`src/rtl/button_conditioner.sv`:
```
// Multi-channel push-button front end. Each channel has a synchroniser, a polarity fix,
// a counter debounce, press/release strobes and a one-shot long-press strobe.
module button_channel #(
    parameter int SYNC_STAGES     = 2,
    parameter int DEBOUNCE_CYCLES = 20000,
    parameter int HOLD_CYCLES     = 50000,
    parameter int ACTIVE_LOW      = 0
) (
    input  logic clk,
    input  logic rst,
    input  logic raw,
    output logic level,
    output logic press,
    output logic rel,
    output logic lng
);
    localparam int             DW    = $clog2(DEBOUNCE_CYCLES + 1);
    localparam logic [DW-1:0]  DLAST = DW'(DEBOUNCE_CYCLES - 1);
    localparam logic           IDLE  = (ACTIVE_LOW != 0);

    logic [SYNC_STAGES-1:0] sync_q, sync_d;
    logic [DW-1:0]          dcnt_q, dcnt_d;
    logic                   level_q, level_d;
    logic                   press_q, press_d;
    logic                   rel_q, rel_d;
    logic                   s;

    always_comb begin
        sync_d  = {sync_q[SYNC_STAGES-2:0], raw};
        s       = sync_q[SYNC_STAGES-1] ^ IDLE;
        dcnt_d  = '0;
        level_d = level_q;
        // any sample matching the current level restarts the count
        if (s != level_q) begin
            if (dcnt_q == DLAST) level_d = s;
            else                 dcnt_d  = dcnt_q + 1'b1;
        end
        press_d = level_d & ~level_q;
        rel_d   = ~level_d & level_q;
    end

    always_ff @(posedge clk or posedge rst) begin
        if (rst) begin
            sync_q  <= {SYNC_STAGES{IDLE}};
            dcnt_q  <= '0;
            level_q <= 1'b0;
            press_q <= 1'b0;
            rel_q   <= 1'b0;
        end else begin
            sync_q  <= sync_d;
            dcnt_q  <= dcnt_d;
            level_q <= level_d;
            press_q <= press_d;
            rel_q   <= rel_d;
        end
    end

    assign level = level_q;
    assign press = press_q;
    assign rel   = rel_q;

    if (HOLD_CYCLES > 0) begin : g_hold
        localparam int            HW    = $clog2(HOLD_CYCLES + 1);
        localparam logic [HW-1:0] HMAX  = HW'(HOLD_CYCLES);
        localparam logic [HW-1:0] HLAST = HW'(HOLD_CYCLES - 1);
        logic [HW-1:0] hcnt_q, hcnt_d;

        always_comb begin
            hcnt_d = hcnt_q;
            if (!level_q || press_q) hcnt_d = '0;
            else if (hcnt_q != HMAX) hcnt_d = hcnt_q + 1'b1;
        end

        always_ff @(posedge clk or posedge rst) begin
            if (rst) hcnt_q <= '0;
            else     hcnt_q <= hcnt_d;
        end

        // decoded from flops only: fires in the cycle hcnt steps off HOLD-1, never again
        assign lng = level_q & ~press_q & (hcnt_q == HLAST);
    end else begin : g_no_hold
        assign lng = 1'b0;
    end
endmodule

module button_conditioner #(
    parameter int NUM_BTN         = 4,
    parameter int SYNC_STAGES     = 2,
    parameter int DEBOUNCE_CYCLES = 20000,
    parameter int HOLD_CYCLES     = 50000,
    parameter int ACTIVE_LOW      = 0
) (
    input  logic               clk,
    input  logic               rst,
    input  logic [NUM_BTN-1:0] btn_raw,
    output logic [NUM_BTN-1:0] btn_level,
    output logic [NUM_BTN-1:0] btn_press,
    output logic [NUM_BTN-1:0] btn_release,
    output logic [NUM_BTN-1:0] btn_long
);
    for (genvar c = 0; c < NUM_BTN; c++) begin : g_ch
        button_channel #(
            .SYNC_STAGES    (SYNC_STAGES),
            .DEBOUNCE_CYCLES(DEBOUNCE_CYCLES),
            .HOLD_CYCLES    (HOLD_CYCLES),
            .ACTIVE_LOW     (ACTIVE_LOW)
        ) u_ch (
            .clk  (clk),
            .rst  (rst),
            .raw  (btn_raw[c]),
            .level(btn_level[c]),
            .press(btn_press[c]),
            .rel  (btn_release[c]),
            .lng  (btn_long[c])
        );
    end
endmodule

```
`config.mk`:
```
export PLATFORM = sky130hd
export DESIGN_NAME = button_conditioner
export DESIGN_NICKNAME = d
export VERILOG_FILES = /design/src/rtl/button_conditioner.sv
export SDC_FILE = /design/constraint.sdc
export NUM_CORES = 1
export LEC_CHECK = 0
export ABC_AREA = 1
export BUFFER_PORTS_ARGS = -buffer_cell sky130_fd_sc_hd__buf_2
export CORE_UTILIZATION = 55
export DETAILED_ROUTE_END_ITERATION = 12
export PLACE_DENSITY = 0.84
export SYNTH_ARGS = -nofsm -noshare
export SYNTH_HDL_FRONTEND = slang
export SYNTH_SLANG_ARGS = --single-unit
```
`constraint.sdc`:
```
create_clock -name clk -period 9.9 [get_ports clk]
set_input_delay 0.99 -clock clk [delete_from_list [all_inputs] [get_ports clk]]
set_output_delay 0.99 -clock clk [all_outputs]
set_load 0.005 [all_outputs]
```
==> run_results.csv, run 1 <==
group,metric,value,unit
power_and_ir_drop,pwr-share-comb,2.2,%
global_routing,antenna_found_initial,0,
synthesis,synth_edf_count,0,
synthesis,syn_nets,1077,
clock_tree,cts_setup_buffers,0,
detailed_routing,dr.pass1.iters,7,
min_path,hold_end,"g_ch[1].u_ch.sync_q[1]",
detailed_routing,m1WireLength,6959,µm
floorplanning,die_area,0.01498,mm²
place,dpl.hpwl,10770,µm
critical_path,critPathRequiredTime,8910,ps
floorplanning,ios,22,
clock_tree,cts.hold.buffers_added,0,
global_routing,grtUsageTotal,22.59,%
clock_tree,cts_tree,"done",
sta,drv_slew,0,
floorplanning,dieWidth,122.4,µm
critical_path,path_max_fanout,15,
synthesis,synth_cell_types,33,
sta,period_share,30.30,%
clock_tree,cts.sinks,144,
layout,num_antenna_cells,0,
critical_path,end_kind,"output pin",
clock_tree,cts_buffers,17,
critical_path,setup.worst_path.start_class,"flip-flop",
sta,final-hold-violation-count,0,
detailed_routing,ant_nets,0,
clock_tree,clk_pin_slew,60,ps
floorplanning,rows,43,
layout,area_growth,9.937,%
critical_path,r2r_end,"g_ch[2].u_ch.dcnt_q[10]",
power_and_ir_drop,p_int,1021,µW
detailed_routing,dr_wl_met3,872,µm
detailed_routing,drt-initial-drc-count,501,
global_routing,grt_first_pass_wirelength,26830,µm
floorplanning,start_util,56.98,%
floorplanning,coreArea,0.01399,mm²
place,dp.cells,1238,
power_and_ir_drop,switching_share,20.32,%
sta,rsz0062_at_grt,"false",
min_path,min_path_type,"reg2reg",
synthesis,synth-seq-cells,144,
critical_path,cp.arrival,2010,ps
global_routing,overflow,0,
place,place_congestion,0.9166,
synthesis,yosysSeqAreaShare,45.21,%
detailed_routing,vias,6689,
power_and_ir_drop,power_density,146.2,mW/mm²
sta,fmax,0.3333,GHz
critical_path,worstSetupPathType,"reg2out",
floorplanning,die_h,122.4,µm
power_and_ir_drop,p_switching,260.3,µW
critical_path,rrSetupSlack,8370,ps
layout,layout-drive-gt1-share,10.02,%
sta,tightest_slew,812.4,ps
place,portBuffers,21,
clock_tree,cts_resized,0,
sta,finalSetupTns,0,ps
clock_tree,h-tree-depth,4,
synthesis,syn_avg_cell_area,7.526,µm²
min_path,whs_path_depth,0,
detailed_routing,viasPerCell,5.275,
layout,nNetsFinal,1095,
critical_path,rr_worst_depth,6,
min_path,hp-start,"g_ch[1].u_ch.sync_q[0]",
synthesis,netlist_area,0.007970,mm²
power_and_ir_drop,power_frac_clock,51.0,%
detailed_routing,wl_met2,7261,µm
run,cap_violations,0,
clock_tree,clock_latency,420,ps
power_and_ir_drop,p_leak,0.003657,µW
sta,min_period,3000,ps
synthesis,ys.flop_type,"dfrtp_1",
clock_tree,root_buffer,"clkbuf_16",
layout,stdcell_count,1268,
sta,skew,6.680,ps
critical_path,r2r-start,"g_ch[2].u_ch.level",
layout,final_common_cell,"nor2_1",
power_and_ir_drop,ir_worst_vdd,140.8,µV
layout,mostFrequentLayoutCells,"208 x nor2_1, 200 x nand2_1, 144 x dfrtp_1, 133 x inv_1, 87 x nand3_1",
detailed_routing,wl_per_cell,12.21,µm
power_and_ir_drop,pwr-share-seq,46.8,%
synthesis,netlist_instances,1059,
detailed_routing,top_layer,"met4",
detailed_routing,routed_wl,15480,µm
global_routing,grt_max_degree,96,
synthesis,async_flop_share,100.0,%
sta,setup_violations,0,
global_routing,grt_pass1_vias,6186,
synthesis,yosysWarnings,0,
detailed_routing,drc,0,
outcome,status,"finished, final reports clean",
clock_tree,cts_max_path_buffers,2,
sta,slew_headroom,45.84,%
-- how the worst max path moves through the flow --
stage                             from                endpoint  slack [ps]  cells after the start
CTS                 g_ch[3].u_ch.level             btn_long[3]        6880                      7
global placement    g_ch[3].u_ch.level             btn_long[3]        7420                      7
global route        g_ch[3].u_ch.level             btn_long[3]        6700                      7
detailed placement  g_ch[3].u_ch.level             btn_long[3]        7340                      7
finish              g_ch[3].u_ch.level             btn_long[3]        6900                      7
floorplan                          rst  g_ch[0].u_ch.dcnt_q[0]        5040                      1
-- cells by family after synthesis --
| group | after synthesis | synth area share, % |
|---|---|---|
| buf+inv | 167 | 8.838 |
| fa+ha+maj | 12 | 1.884 |
| simple gates | 617 | 35.12 |
| compound gates | 90 | 5.762 |
| xor+xnor | 29 | 3.187 |
| flops | 144 | 45.21 |
-- registers in the layout, summed over array words and instances (netlist names) --
name                     count
g_ch.u_ch.press              4
g_ch.u_ch.sync_q             8
g_ch.u_ch.rel                4
g_ch.u_ch.g_hold.hcnt_q     64
g_ch.u_ch.level              4
g_ch.u_ch.dcnt_q            60
-- cells in the mapped netlist (2+ instances only) --
cell | number | area share (%)
a21oi_1 | 39 | 2.4
nand2_2 | 8 | 0.63
nor3_1 | 41 | 2.6
nand3_4 | 2 | 0.44
dfrtp_1 | 144 | 45
or2_2 | 3 | 0.24
o21bai_1 | 3 | 0.28
xor2_1 | 20 | 2.2
nand3_2 | 9 | 1.1
nand4_1 | 31 | 2.4
inv_2 | 10 | 0.47
nor2_4 | 8 | 1.1
nor2_2 | 10 | 0.78
inv_1 | 134 | 6.3
ha_1 | 12 | 1.9
xnor2_1 | 9 | 0.99
nand2_1 | 200 | 9.4
nor2_1 | 208 | 9.8
buf_2 | 4 | 0.25
o21ai_1 | 10 | 0.63
nor3_2 | 4 | 0.50
nand3_1 | 87 | 5.5
buf_4 | 17 | 1.6
o21ai_0 | 37 | 2.3
-- power by group through the flow --
stage | Combinational [µW] | Sequential [µW] | Clock (µW)
2_1_floorplan | 21.5 | 609 | 0
3_3_place_gp | 28.6 | 609 | 0
3_5_place_dp | 29.4 | 610 | 0
4_1_cts | 29.8 | 599 | 666
5_1_grt | 33.9 | 600 | 688
6_report | 28.4 | 599 | 653
-- stage by stage --
stage / area (µm²) / power [µW] / setup WS [ps] / utilization [%] / hold slack [ps]
6_report: 8762 / 1281 / 6900 / 62.64 / 349.3
5_1_grt: 8762 / 1322 / 6702 / 62.64 / 359.7
4_1_cts: 8762 / 1295 / 6882 / 62.64 / 351.7
3_5_place_dp: 8149 / 639.1 / 7343 / 58.26 / 334.7
3_3_place_gp: 8149 / 638.0 / 7415 / 58.26 / 333.0
2_1_floorplan: 7970 / 630.2 / 5044 / - / 331.2
-- final cells by class --
class,count,area [µm²]
flip-flops and latches,144,3603
multi-input cells,748,3662
inverters,144,545.5
clock inverters,9,132.6
clock buffers,21,480.5
fillers,1163,5226
repair buffers,22,112.6
well taps,180,225.2
-- metal layers --
| layer | track usage (%) | vias up |
|---|---|---|
| li1 | - | 3403 |
| met1 | 28.91 | 3050 |
| met2 | 36.69 | 204 |
| met3 | 5.762 | 32 |
| met4 | 8.918 | 0 |
| met5 | 0 | - |
-- critical path, stage by stage, from the launching register on --
cell and delay (ps):
dfrtp_1 410, inv_1 100, nor2_2 440, inv_1 180, nor3_1 160, nand4_1 90, nor2_1 90, buf_2 120
Note: power is estimated with default switching activity, not from simulation.
==> inputs of run 2 (changes only) <==
Settings changed: PLACE_DENSITY 0.84 to 0.86.
Clock period 9.9 ns to 2.5 ns, I/O delays scaled along.
==> run 2 against run 1 <==
  * The flow now finishes with violations (negative hold slack)
  * Power increased to 4.0 times the previous value
  * Flip-flop and latch count unchanged
  * Global-route usage increased by 0.65 points
  * Die area unchanged
  * Sequential power increased to 4.0 times the previous value
  * Clock-buffer cell count decreased by 2
  * Clock skew decreased by 1.6 ps
  * Sequential share of layout area decreased by 0.32 points
  * Via count increased by 0.24%
  * Final cell count increased by 0.63%
  * Setup slack got worse by 6400 ps
  * Critical path type unchanged
  * Critical endpoint unchanged
==> run_results.csv, run 2 (synthesized netlist as in run 1, its figures left out) <==
group,metric,value,unit
floorplanning,ios,22,
detailed_routing,ant_nets,0,
sta,final-hold-violation-count,5,
global_routing,grt_max_degree,145,
critical_path,r2r_end,"g_ch[3].u_ch.dcnt_q[9]",
clock_tree,h-tree-depth,4,
sta,period_share,80.50,%
sta,tightest_slew,831.8,ps
critical_path,end_kind,"output pin",
critical_path,rr_worst_depth,6,
place,dpl-instance-area,0.008183,mm²
sta,rsz0062_at_grt,"false",
critical_path,worstSetupPathType,"reg2out",
clock_tree,clock_latency,420,ps
clock_tree,clk_pin_slew,60,ps
clock_tree,cts_tree,"done",
critical_path,crit_path_end,"btn_long[3]",
critical_path,critPathLaunch,"g_ch[3].u_ch.level",
global_routing,grtUsageTotal,23.24,%
floorplanning,die_area,0.01498,mm²
sta,skew,5.108,ps
clock_tree,cts_setup_buffers,0,
power_and_ir_drop,power.total,5095,µW
layout,layout-drive-gt1-share,10.31,%
layout,final_common_cell,"nor2_1",
outcome,violations,"negative hold slack",
critical_path,path_max_fanout,15,
floorplanning,rows,43,
detailed_routing,routed_wl,15860,µm
clock_tree,cts.sinks,144,
critical_path,setup.worst_path.start_class,"flip-flop",
detailed_routing,dr.pass1.iters,8,
critical_path,cp.arrival,1760,ps
detailed_routing,wl_per_cell,12.43,µm
critical_path,critPathRequiredTime,2250,ps
critical_path,r2r-start,"g_ch[3].u_ch.dcnt_q[0]",
power_and_ir_drop,ir_worst_vdd,472.0,µV
layout,filler_cell_count,1198,
sta,setup_violations,0,
layout,largest_register,"g_ch.u_ch.g_hold.hcnt_q",
layout,final_area,0.008831,mm²
global_routing,grt_pass1_vias,6308,
sta,fmax,0.4969,GHz
floorplanning,dieWidth,122.4,µm
detailed_routing,vias,6705,
detailed_routing,drt-initial-drc-count,501,
global_routing,antenna_found_initial,0,
layout,num_antenna_cells,0,
detailed_routing,drc,0,
critical_path,slowest_delay,390,ps
layout,nNetsFinal,1102,
critical_path,slowest_stage,"dfrtp_1",
layout,area_growth,10.80,%
power_and_ir_drop,p_leak,0.003689,µW
sta,hold_slack,-28.05,ps
floorplanning,coreArea,0.01399,mm²
layout,mostFrequentLayoutCells,"208 x nor2_1, 200 x nand2_1, 144 x dfrtp_1, 133 x inv_1, 87 x nand3_1",
clock_tree,root_buffer,"clkbuf_16",
global_routing,grt_first_pass_wirelength,27660,µm
place,dp.cells,1241,
place,place_congestion,0.9462,
global_routing,overflow,0,
floorplanning,start_util,56.98,%
detailed_routing,viasPerCell,5.255,
sta,min_period,2012,ps
layout,largest_reg_flops,64,
layout,top_regs,"g_ch.u_ch.g_hold.hcnt_q (64), g_ch.u_ch.dcnt_q (60), g_ch.u_ch.sync_q (8)",
layout,stdcell_count,1276,
clock_tree,cts_buffers,17,
clock_tree,cts_resized,0,
floorplanning,die_h,122.4,µm
power_and_ir_drop,power_density,576.9,mW/mm²
critical_path,cpMostUsedCell,"inv_1",
sta,drv_slew,0,
outcome,status,"finished, violations left",
sta,slew_headroom,44.54,%
clock_tree,cts_max_path_buffers,2,
min_path,min_path_type,"in2async",
run,cap_violations,0,
critical_path,rrSetupSlack,1000,ps
place,dpl.hpwl,11040,µm
critical_path,path_cells,"inv_1, nor2_2, buf_4, inv_1, nor3_1, nand4_1, nor2_1, buf_2",
place,portBuffers,21,
sta,finalSetupTns,0,ps
## run 2: cell count changes in the layout (fill, tap and decap cells not counted)
cell,before,now
dlygate4sd3_1,0,4
buf_12,0,1
buf_4,1,3
clkinvlp_4,2,3
clkinv_4,2,1
inv_6,1,3
clkinv_2,2,3
clkbuf_8,4,2
## run 2: power breakdown
group | internal (µW) | switching, µW | total, µW
clock network | 1620 | 981 | 2600
logic | 33.6 | 87.4 | 121
registers | 2350 | 18.9 | 2370
## run 2: worst min path at each step
stage,endpoint,depth (start not counted),from
5_1_grt,g_ch[3].u_ch.g_hold.hcnt_q[5],3,rst
3_5_place_dp,g_ch[1].u_ch.sync_q[1],0,g_ch[1].u_ch.sync_q[0]
2_1_floorplan,g_ch[0].u_ch.sync_q[0],0,btn_raw[0]
3_3_place_gp,g_ch[1].u_ch.sync_q[1],0,g_ch[1].u_ch.sync_q[0]
4_1_cts,g_ch[3].u_ch.g_hold.hcnt_q[5],3,rst
6_report,g_ch[3].u_ch.g_hold.hcnt_q[6],3,rst
## run 2: area by class of cell
class                      instances  area [µm²]  share of cell area, %
tap                              180       225.2                  2.550
sequential                       144        3603                  40.80
multi-input combinational        748        3662                  41.47
timing repair buffer              29       187.7                  2.125
clock inverter                    12       155.1                  1.757
inverter                         144       544.3                  6.163
clock buffer                      19       452.9                  5.129
## run 2: routing by layer
metal	vias to the layer above	part of all wire (%)	GRT usage (%)
li1	3428	-	-
met1	3104	45	29.95
met2	147	48	38.13
met3	26	4.6	5.855
met4	0	1.5	7.851
met5	-	0	0
## run 2: per-stage QoR
stage	utilization [%]	hold WS [ps]	setup slack, ps
after floorplan	-	281.4	445.0
after CTS	63.13	98.69	469.6
after detailed placement	58.50	338.7	929.8
after global routing	63.13	130.9	304.0
after global placement	58.50	335.7	1012
final	63.13	-28.05	487.6
## run 2: what timing repair did
| item | CTS | global route |
|---|---|---|
| endpoints found under the setup margin | 0 | 0 |
| hold endpoints to repair | 4 | 0 |
| hold buffers | 4 | 0 |
## run 2: critical path: cells and delay by family, from the launching register on
family        cells  cell delay, ps
flops             1             390
simple gates      4             440
buf+inv           4             510
==> inputs of run 3 (changes only) <==
Clock period 2.5 ns to 1.65 ns, I/O delays scaled along.
==> run 3 against run 2 <==
  * The flow finishes with violations (negative setup slack)
  * Worst hold slack improved by 370 ps
  * Combinational power rose by 67%
  * Clock power rose by 35%
  * Flip-flop and latch count did not move
  * First-iteration DRC count rose by 4.4%
  * Clock skew rose by 4.1 ps
  * Final cell count rose by 2.8%
  * Largest cell class unchanged
  * Critical path depth fell by 2
  * Highest routed layer unchanged
  * Sequential share of layout area fell by 1.4 points
  * Final area rose by 3.7%
  * Global-route usage rose by 0.49 points
==> run_results.csv, run 3 (synthesized netlist as in run 1, its figures left out) <==
group,metric,value,unit
outcome,status,"finished, violations left",
outcome,violations,"negative setup slack",
critical_path,end_kind,"output pin",
global_routing,grt_pass1_vias,6525,
detailed_routing,vias,6991,
floorplanning,coreArea,0.01399,mm²
floorplanning,rows,43,
layout,largest_reg_flops,64,
critical_path,rr_worst_depth,9,
clock_tree,h-tree-depth,4,
sta,drv_slew,0,
power_and_ir_drop,power_density,797.7,mW/mm²
sta,setup_violations,3,
layout,final_area,0.009158,mm²
global_routing,grt_first_pass_wirelength,28270,µm
sta,slew_headroom,69.41,%
layout,area_growth,14.90,%
critical_path,setup.worst_path.start_class,"flip-flop",
layout,num_antenna_cells,0,
sta,fmax,0.5740,GHz
place,dpl.hpwl,11150,µm
detailed_routing,drt-initial-drc-count,523,
sta,tightest_slew,458.9,ps
layout,top_regs,"g_ch.u_ch.g_hold.hcnt_q (64), g_ch.u_ch.dcnt_q (60), g_ch.u_ch.sync_q (8)",
floorplanning,ios,22,
layout,nNetsFinal,1138,
min_path,min_path_type,"reg2reg",
critical_path,r2r-start,"g_ch[3].u_ch.g_hold.hcnt_q[0]",
power_and_ir_drop,ir_worst_vdd,696.0,µV
min_path,hold_end,"g_ch[1].u_ch.sync_q[1]",
detailed_routing,wl_per_cell,12.71,µm
critical_path,r2r_end,"g_ch[3].u_ch.g_hold.hcnt_q[0]",
layout,mostFrequentLayoutCells,"205 x nor2_1, 199 x nand2_1, 141 x dfrtp_1, 128 x inv_1, 85 x nand3_1",
global_routing,grt_max_degree,86,
sta,skew,9.206,ps
floorplanning,dieWidth,122.4,µm
critical_path,path_max_fanout,2,
global_routing,antenna_found_initial,0,
global_routing,overflow,0,
clock_tree,cts.sinks,144,
run,cap_violations,0,
sta,rsz0062_at_grt,"true",
layout,largest_register,"g_ch.u_ch.g_hold.hcnt_q",
power_and_ir_drop,power.total,7305,µW
detailed_routing,drc,0,
layout,final_common_cell,"nor2_1",
place,place_congestion,0.9193,
clock_tree,clk_pin_slew,50,ps
power_and_ir_drop,p_leak,0.003829,µW
global_routing,grtUsageTotal,23.74,%
detailed_routing,routed_wl,16680,µm
min_path,hp-start,"g_ch[1].u_ch.sync_q[0]",
floorplanning,start_util,56.98,%
sta,period_share,105.6,%
detailed_routing,viasPerCell,5.329,
critical_path,worstSetupPathType,"reg2out",
sta,min_period,1742,ps
min_path,whs_path_depth,0,
sta,final-hold-violation-count,0,
floorplanning,die_h,122.4,µm
place,portBuffers,21,
clock_tree,cts_tree,"done",
detailed_routing,ant_nets,0,
critical_path,rrSetupSlack,110,ps
clock_tree,cts_max_path_buffers,2,
sta,setup_ws,-92.07,ps
critical_path,cp.arrival,1580,ps
clock_tree,root_buffer,"clkbuf_16",
place,dpl-instance-area,0.008233,mm²
clock_tree,clock_latency,420,ps
critical_path,critPathRequiredTime,1480,ps
clock_tree,cts_buffers,17,
layout,layout-drive-gt1-share,14.49,%
detailed_routing,dr.pass1.iters,6,
floorplanning,die_area,0.01498,mm²
-- run 3: changes by cell type in the layout (fill, tap and decap cells not counted), sizes merged --
cell         delta
dlygate4sd3     +1
bufinv          -2
inv             -3
clkinvlp        -1
buf            +35
clkbuf          +7
clkinv          -1
-- run 3: what timing repair did --
item	4_1_cts	5_1_grt
resized for setup	18	13
buffers inserted	18	12
pin swaps	8	12
setup endpoints to repair	4	4
cloned	0	0
hold buffers	5	0
endpoints found under the hold margin	148	0
-- run 3: worst max-delay path, cell delays in order, from the launching register on --
cell and delay [ps]:
dfrtp_1 370, ha_2 200, nand2_2 80, nor2_4 90, nand4_1 110, nor2_1 170, buf_2 140
-- run 3: cell type report --
type	instances	area (µm²)
tap	180	225.2
clock buffer	26	479.2
sequential	144	3607
clock inverter	5	56.30
inverter	144	544.3
multi-input combinational	748	3772
fill	1098	4831
timing repair buffer	65	473.0
-- run 3: per-layer routing --
metal	up-vias	track usage, %	share of wire, %
met4	0	10.21	2.3
met1	3226	31.13	45
met5	-	0	0
met3	45	5.019	5.6
li1	3492	-	-
met2	228	38.03	47
-- run 3: where the power goes --
group / internal (µW) / leakage, µW / switching, µW / total (µW)
logic: 64.1 / 0.00159 / 138 / 202
clock network: 2140 / 0.000258 / 1370 / 3510
registers: 3570 / 0.00198 / 28.9 / 3600
total: 5770 / 0.00383 / 1530 / 7300
-- run 3: worst max path at each step --
stage | cells past startpoint | slack, ps | to | startpoint
finish | 6 | -90 | btn_long[3] | g_ch[3].u_ch.g_hold.hcnt_q[0]
global route | 7 | -190 | btn_long[3] | g_ch[3].u_ch.level
CTS | 6 | -80 | btn_long[2] | g_ch[2].u_ch.level
detailed placement | 6 | 210 | g_ch[2].u_ch.dcnt_q[5] | g_ch[2].u_ch.dcnt_q[0]
global placement | 6 | 280 | g_ch[2].u_ch.dcnt_q[5] | g_ch[2].u_ch.dcnt_q[0]
floorplan | 1 | -320 | g_ch[0].u_ch.dcnt_q[0] | rst
-- run 3: stage by stage --
stage,worst slack (ps),hold WS (ps),TNS [ps],util (%),instances
floorplan,-320.0,196.4,-46090,-,1059
global placement,281.6,253.2,0,58.86,1246
detailed placement,214.3,256.4,0,58.86,1246
CTS,-82.12,349.1,-185.7,64.44,1300
global route,-188.9,356.1,-558.5,65.47,1312
finish,-92.07,346.8,-190.0,65.47,1312
